## config.mk

```make
export PLATFORM = sky130hd
export DESIGN_NAME = dcache_refill_engine
export DESIGN_NICKNAME = d
export VERILOG_FILES = /design/src/rtl/dcache_refill_engine.sv
export SDC_FILE = /design/constraint.sdc
export NUM_CORES = 2
export LEC_CHECK = 0
export ABC_CLOCK_PERIOD_IN_PS = 3860
export CAP_MARGIN = 10
export CORE_AREA = 2 2 554 556
export CTS_BUF_LIST = sky130_fd_sc_hd__clkbuf_8
export DETAILED_ROUTE_END_ITERATION = 7
export DIE_AREA = 0 0 556 558
export PLACE_DENSITY = 0.58
export SLEW_MARGIN = 20
export SYNTH_ARGS = -nofsm -noshare
export SYNTH_HDL_FRONTEND = slang
export SYNTH_SLANG_ARGS = --single-unit
```

## constraint.sdc

```tcl
create_clock -name clk -period 3.86 [get_ports clk]
set_clock_uncertainty 0.05 [all_clocks]
set_input_delay 0.579 -clock clk [delete_from_list [all_inputs] [get_ports clk]]
set_output_delay 0.579 -clock clk [all_outputs]
set_load 0.1 [all_outputs]
```

## src/rtl/dcache_refill_engine.sv

```systemverilog
// L1 data-cache miss refill engine: acknowledges a read or write miss, fetches the
// block from the next level as a multi-beat burst, and presents it as a full-mask fill.
//
//   state   | meaning
//   IDLE    | waiting for a miss request (read has priority)
//   ISSUE   | burst request held on the memory channel until accepted
//   FILL    | collecting response beats into the block buffer
//   RESOLVE | one-cycle fill presentation to the cache
module dcache_refill_engine #(
  parameter int ADDR_W     = 32,
  parameter int BLOCK_BITS = 1024,
  parameter int MEM_DATA_W = 128
) (
  input  logic                      clk,
  input  logic                      rst,
  input  logic                      read_repair_request,
  input  logic [ADDR_W-1:0]         missed_raddr,
  input  logic                      write_repair_request,
  input  logic [ADDR_W-1:0]         missed_waddr,
  output logic                      read_repair_req_acq,
  output logic                      write_repair_req_acq,
  output logic                      repair_resolved,
  output logic [ADDR_W-1:0]         fill_addr,
  output logic [BLOCK_BITS-1:0]     fill_data,
  output logic [BLOCK_BITS/8-1:0]   fill_mask,
  output logic                      mem_req_valid,
  input  logic                      mem_req_ready,
  output logic [ADDR_W-1:0]         mem_req_addr,
  input  logic                      mem_resp_valid,
  input  logic [MEM_DATA_W-1:0]     mem_resp_data
);

  localparam int BEATS = BLOCK_BITS / MEM_DATA_W;
  localparam int OFF   = $clog2(BLOCK_BITS / 8);
  localparam int CNT_W = (BEATS > 1) ? $clog2(BEATS) : 1;
  localparam logic [ADDR_W-1:0] ALIGN_MASK = {{(ADDR_W-OFF){1'b1}}, {OFF{1'b0}}};
  localparam logic [CNT_W-1:0]  LAST_BEAT  = CNT_W'(BEATS - 1);

  typedef enum logic [1:0] {IDLE, ISSUE, FILL, RESOLVE} state_t;

  state_t                  state, state_nxt;
  logic                    accept_rd, accept_wr;
  logic                    issue_first;
  logic                    src_wr;
  logic [ADDR_W-1:0]       addr_q;
  logic [CNT_W-1:0]        beat_cnt;
  logic                    beat_fire, beat_last;
  logic [BLOCK_BITS-1:0]   blk_buf, blk_nxt;

  assign beat_fire = (state == FILL) && mem_resp_valid;
  assign beat_last = beat_fire && (beat_cnt == LAST_BEAT);

  always_comb begin
    state_nxt = state;
    accept_rd = 1'b0;
    accept_wr = 1'b0;
    case (state)
      IDLE: begin
        if (read_repair_request) begin
          accept_rd = 1'b1;
          state_nxt = ISSUE;
        end else if (write_repair_request) begin
          accept_wr = 1'b1;
          state_nxt = ISSUE;
        end
      end
      ISSUE:   if (mem_req_ready) state_nxt = FILL;
      FILL:    if (beat_last) state_nxt = RESOLVE;
      RESOLVE: state_nxt = IDLE;
      default: state_nxt = IDLE;
    endcase
  end

  always_comb begin
    blk_nxt = blk_buf;
    if (beat_fire) blk_nxt[beat_cnt*MEM_DATA_W +: MEM_DATA_W] = mem_resp_data;
  end

  always_ff @(posedge clk) begin
    if (rst) begin
      state       <= IDLE;
      issue_first <= 1'b0;
      src_wr      <= 1'b0;
      addr_q      <= '0;
      beat_cnt    <= '0;
      blk_buf     <= '0;
      fill_addr   <= '0;
      fill_data   <= '0;
    end else begin
      state       <= state_nxt;
      issue_first <= accept_rd | accept_wr;
      if (accept_rd | accept_wr) begin
        addr_q <= (accept_rd ? missed_raddr : missed_waddr) & ALIGN_MASK;
        src_wr <= accept_wr;
      end
      if (beat_fire) begin
        blk_buf  <= blk_nxt;
        beat_cnt <= beat_cnt + 1'b1;
      end
      // fill outputs are registered so they hold while the next burst overwrites the buffer
      if (beat_last) begin
        fill_data <= blk_nxt;
        fill_addr <= addr_q;
      end
    end
  end

  assign read_repair_req_acq  = issue_first & ~src_wr;
  assign write_repair_req_acq = issue_first & src_wr;
  assign mem_req_valid        = (state == ISSUE);
  assign mem_req_addr         = addr_q;
  assign repair_resolved      = (state == RESOLVE);
  assign fill_mask            = (state == RESOLVE) ? '1 : '0;

endmodule

```

## Yosys cells after proc, flatten, opt, wreduce, memory -nomap -nowiden

Index checks and enable logic that the tools add are counted.

| storage, ports and cells | value |
|---|---|
| word-level logic and storage cells | 41 |
| register bits | 2,105 |
| bits of input ports | 198 |

| cells by class | value |
|---|---|
| bitwise operators | 4 |
| add/subtract/negate cells | 2 |
| shifts and indexed selects | 2 |
| mux-type cells | 14 |
| equality and inequality tests | 7 |
| reductions and logical operators | 4 |

Operators by type and width:

| kind | number |
|---|---|
| $bwmux W1024 | 1 |
| $mux W1024 | 1 |
| $shift A128 B34 Y1024 const A | 1 |
| $shiftx A128 B34 Y1024 | 1 |
| $mux W128 | 1 |
| $neg A10 Y34 | 1 |
| $mux W32 | 1 |
| $mux W2 | 4 |
| $pmux W2 S4 | 1 |
| $mux W1 | 5 |
| $eq A2 B2 Y1 const B | 2 |
| $add A3 B1 Y3 const B | 1 |
| $eq A3 B3 Y1 const B | 1 |
| $ne A3 B3 Y1 const B | 1 |
| $reduce_and A3 Y1 | 1 |
| $and A1 B1 Y1 | 2 |
| $eq A2 B1 Y1 const B | 1 |
| $logic_and A1 B1 Y1 | 2 |
| $logic_not A2 Y1 | 1 |
| $ne A2 B1 Y1 const B | 1 |
| $ne A2 B2 Y1 const B | 1 |
| $not A1 Y1 | 1 |
| $or A1 B1 Y1 | 1 |

## Logic depth before layout (Yosys ltp)

| depth | value |
|---|---|
| depth after elaboration | 5 |
| depth in mapped cells | 13 |
| depth with buffers taken out | 6 |

## Worst setup path before layout

OpenSTA, ideal clock, no wires.

| path | value |
|---|---|
| kind | register -> output |
| start | register state[1] |
| end | output port fill_mask[0] |
| cell stages (with the launch flop) | 3 |
| buffers on the path | 1 |
| slack | -701 ps |
| arrival time | 3,932 ps |
| cell sequence | dfxtp_1 > ha_1 > buf_4 |

| on the way | value |
|---|---|
| longest elaborated chain between the ends | 2 |

RTL lines:

| element | line | RTL |
|---|---|---|
| from (decl) | 41 | `state_t state, state_nxt;` |
| from (signal assigned) | 90 | `state <= state_nxt;` |
| $eq A2 B2 Y1 | -- |  |
| named net repair_resolved | 22 | `output logic repair_resolved,` |
| $mux W128 | 113 | `assign fill_mask = (state == RESOLVE) ? '1 : '0;` |
| to (decl) | 25 | `output logic [BLOCK_BITS/8-1:0] fill_mask,` |

The timed path passes the listed nets, and every way through them passes these cells.

## Worst setup path after layout

| path | value |
|---|---|
| start | register addr_q[12] (netlist: mem_req_addr[12]) |
| end | output port mem_req_addr[12] |

RTL lines:

| element | line | RTL |
|---|---|---|
| from (decl) | 45 | `logic [ADDR_W-1:0] addr_q;` |
| from (signal assigned) | 93 | `addr_q <= (accept_rd ? missed_raddr : missed_waddr) & ALIGN_MASK;` |
| to (decl) | 28 | `output logic [ADDR_W-1:0] mem_req_addr,` |

No word-level cell between the ends.

==> results by stage <==
Run status:
- The flow ran to the end, and the final reports show no timing, DRC or antenna violations.

Yosys:
- The Yosys step of the flow raised 0 warnings.
- Synthesis produced 9138 cells.
- Yosys attributes the largest share of cell area to sky130_fd_sc_hd__dfxtp_1 50%, sky130_fd_sc_hd__o21bai_1 9.2%, sky130_fd_sc_hd__a31oi_1 7.6%, sky130_fd_sc_hd__nand4_1 6.7%, sky130_fd_sc_hd__a21oi_1 6.3%.
- The share of synthesized area in the top cell type comes to 0.502.
- Summed over all instances, the cell type with the most area after synthesis is sky130_fd_sc_hd__dfxtp_1.
- The prevailing post-synth register cell is sky130_fd_sc_hd__dfxtp_1.
- The netlist uses between 40 and 50 different library cells.
- The total of flip-flops plus latches after synthesis is 2105.
- By count the netlist is led by 2105 x sky130_fd_sc_hd__dfxtp_1, 1052 x sky130_fd_sc_hd__a21oi_1, 1024 x sky130_fd_sc_hd__a31oi_1, 1024 x sky130_fd_sc_hd__o21bai_1, 902 x sky130_fd_sc_hd__clkbuf_1.
- The mean post-synth cell area is roughly 9 um^2.
- Of the synthesized area, sequential elements account for 0.502.
- The count of flip-flops with a built-in enable after synthesis is 0.
- After synthesis, the share of flip-flops with an asynchronous set or reset is 0.
- The mapped netlist covers 84000 um^2.
- By instance count, the leading cell after synthesis is sky130_fd_sc_hd__dfxtp_1.

Drt:
- The detailed-route wire length is ~410 mm.
- The number of remaining DRC errors is 0.
- The average wire length per cell after detail routing is 29.0 um.
- Before antenna repair, the detailed router went through 7 iterations.
- The number of routed nets with antenna violations is 0.
- After detailed routing, the number of vias per cell comes to roughly 5.8.
- The via count of the routed design is approximately 82k.
- The detailed router finished its first iteration with about 10k violations.

Place:
- Once placement completed, the tool counted placed cells totaling 13.6k.
- Input and output buffers added on the ports amount to approximately 1.4k.
- The instance area after placement is slightly above 100000 um^2.
- At the end of routability-driven placement, the weighted congestion stood at approximately 0.93.
- The half-perimeter wire length of the detailed placement result is ~280 mm.

Worst setup path:
- In this run the number of cells on the critical path is 1.
- The kind of launch point of the worst setup path is a flip-flop.
- Traced cell by cell, the critical path runs through clkdlybuf4s50_1.
- The sort of element at the end of the critical path is an output port.
- For this run, the slowest stage of the critical path takes approximately 1.3 ns.
- The cell family contributing the most delay on the critical path is buffers and inverters.
- The number of cells on the worst reg-to-reg path is 7.
- STA puts the critical path data required time at around 3.2 ns.
- Data arrives at the worst endpoint at ~3.0 ns.
- The count of buffering cells on the critical path with inverters included is 1.
- The start-to-end type of the worst setup path is reg -> out.
- The maximum fanout along the worst path is 2.
- The cell with the largest stage delay on the worst path is sky130_fd_sc_hd__clkdlybuf4s50_1.

Clock network:
- The number of buffers added by the clock tree synthesis step is roughly 370.
- The clock transition at the registers of the reported paths is ~0.060 ns.
- The CTS tree is built.
- In this run the number of H-tree levels came out at 5.
- The post-CTS resize count is 0.
- The clock net in this run drives a total of between 2k and 2.5k sinks.
- The worst-case clock buffer depth is 4.
- The buffers inserted during post-CTS setup optimization is 0.
- The insertion delay to the later sink of the worst-skew pair is 1.08 ns.
- The hold-fix buffer count after cts is 17.
- The cell sitting at the root of the clock tree is a sky130_fd_sc_hd__clkbuf_8.

Hold path:
- The path class of the tightest hold or removal check is in -> reg.
- The worst hold path passes through 3 cells.

Timing:
- The worst hold-check slack is 0.111 ns.
- The final-report setup violation count is 0.
- The number of max-slew violations in the final report is 0.
- The total count of hold-check failures in the final report is 0.
- The maximum clock frequency is between 200 and 300 MHz.
- The worst pin sits at a relative slew slack of 0.169.
- Setup repair after global routing left no endpoint under its margin.
- The post-route clock period utilization is 0.939.
- For the pin with the worst max-slew slack, the measured transition is roughly 1.2 ns.
- After layout, the minimum clock period comes to ~3.6 ns.
- In the final timing run, aggregate negative setup slack is 0 ns.

Final layout:
- In the final design database the tool counted approximately 10k nets.
- For this run, the number of standard cells in the final layout without fillers is about 14k.
- Summing all non-filler instances in the final layout gives an area of 108000 um^2.
- Compared with the post-synthesis result, the final layout area differs by 28.9%.
- In the final layout, the share of cells above drive strength 1 is 0.110.

Pwr:
- Summed over all cells, the static leakage comes to 41.3 nW.
- The maximum vdd drop is 0.000531 V.
- The ratio of total power to cell area is a little under 500 nW/um^2.
- The total power of the final layout is roughly 53 mW.

Floorplan:
- Pin placement for this block handled 1418 I/O pins.
- The effective utilization at floorplan is 0.276.
- In this run the core area contains 203 standard-cell rows.
- The core footprint is around 300000 um^2.
- From left edge to right edge, the die measures between 500 and 600 um.
- The die footprint is 310000 um^2.
- The overall die height is approximately 560 um.

Flow run:
- The max capacitance violation total is 0.

Global route:
- Entering global routing, the biggest net connects between 150 and 200 pins.
- The global-route wire length before repair is ~570 mm.
- Global routing finished with a remaining overflow of 0.
- The via count of the first global-routing pass is around 76k.
- The initial antenna violation count is just over 100.
- The overall track demand over capacity in global routing is 0.251.
worst paths after layout:
| check | slack [ns] | start | end |
|---|---|---|---|
| max | 0.23 | mem_req_addr[12]$_SDFFE_PP0P_ | mem_req_addr[12] |
| min | 0.11 | missed_raddr[14] | mem_req_addr[14]$_SDFFE_PP0P_ |
| max reg2reg | 0.64 | state[0]$_SDFFE_PP0P_ | mem_req_addr[9]$_SDFFE_PP0P_ |
| min reg2reg | 0.40 | blk_buf[332]$_SDFFE_PP0P_ | fill_data[332]$_SDFFE_PP0P_ |
cells by family after synthesis:
family | synth area share
buffers and inverters | 0.0695
flip-flops | 0.502
AND/OR/NAND/NOR | 0.121
AO/OA/AOI/OAI | 0.305
XOR/XNOR | 0.000104
adder cells (fa/ha/maj) | 0.00179
other | 0.0000447
multiplexers | 0.000119
stage by stage:
step | setup WS (ns) | utilization
CTS | 0.0763 | 0.355
detailed placement | 0.677 | 0.331
global placement | 0.751 | 0.331
finish | 0.234 | 0.355
floorplan | 0.713 | -
global route | 0.192 | 0.355
flip-flops by register name, indices dropped and copies added (netlist names):
name	flops
state	2
src_wr	1
blk_buf	1024
fill_addr	25
mem_req_addr	25
beat_cnt	3
fill_data	1024
issue_first	1
routing by layer:
metal / part of all wire / GRT usage / routed length [um]
met5: 0.00029 / 0 / 120
met4: 0.060 / 0.137 / 24800
met3: 0.13 / 0.104 / 53700
met2: 0.41 / 0.355 / 168000
met1: 0.40 / 0.321 / 167000
power by group:
group          leakage, nW  total (mW)  switching, mW  internal (mW)
Combinational         20.1        9.28           7.35           1.93
Sequential            17.0        22.4          0.405           22.0
Clock                 4.22        20.9           9.97           10.9
Total                 41.3        52.6           17.7           34.8
cell usage in the layout (no fill, tap or decap), types with 6 or more instances in the layout:
| master | count |
|---|---|
| sky130_fd_sc_hd__inv_1 | 127 |
| sky130_fd_sc_hd__nand4_1 | 900 |
| sky130_fd_sc_hd__dlygate4sd3_1 | 17 |
| sky130_fd_sc_hd__inv_8 | 6 |
| sky130_fd_sc_hd__o21ai_0 | 858 |
| sky130_fd_sc_hd__ha_4 | 7 |
| sky130_fd_sc_hd__nand2_1 | 79 |
| sky130_fd_sc_hd__clkinv_8 | 6 |
| sky130_fd_sc_hd__buf_2 | 18 |
| sky130_fd_sc_hd__dfxtp_1 | 2104 |
| sky130_fd_sc_hd__nor4bb_1 | 134 |
| sky130_fd_sc_hd__and3_1 | 122 |
| sky130_fd_sc_hd__a31oi_1 | 1024 |
| sky130_fd_sc_hd__and3b_1 | 122 |
| sky130_fd_sc_hd__buf_12 | 112 |
| sky130_fd_sc_hd__conb_1 | 14 |
| sky130_fd_sc_hd__o31ai_4 | 40 |
| sky130_fd_sc_hd__nor2_1 | 27 |
| sky130_fd_sc_hd__nand3_1 | 155 |
| sky130_fd_sc_hd__clkinvlp_4 | 8 |
| sky130_fd_sc_hd__o21ai_1 | 38 |
| sky130_fd_sc_hd__o21bai_1 | 1024 |
| sky130_fd_sc_hd__o31ai_1 | 88 |
| sky130_fd_sc_hd__clkbuf_8 | 459 |
| sky130_fd_sc_hd__buf_4 | 418 |
| sky130_fd_sc_hd__a21oi_1 | 1052 |
| sky130_fd_sc_hd__and4b_1 | 6 |
| sky130_fd_sc_hd__clkinv_2 | 24 |
| sky130_fd_sc_hd__diode_2 | 58 |
| sky130_fd_sc_hd__clkdlybuf4s50_1 | 1170 |
| sky130_fd_sc_hd__a311oi_1 | 25 |
area by class of cell:
| type | count | area [um^2] |
|---|---|---|
| diodes | 58 | 145 |
| clock buffers | 459 | 6320 |
| clock inverters | 178 | 1000 |
| fillers | 30600 | 196000 |
| inverters | 6 | 30.0 |
| multi-input cells | 5747 | 36200 |
| flip-flops and latches | 2105 | 42100 |
| well taps | 3997 | 5000 |
| repair buffers | 1739 | 17400 |
Power figures use the tool's default switching activity.
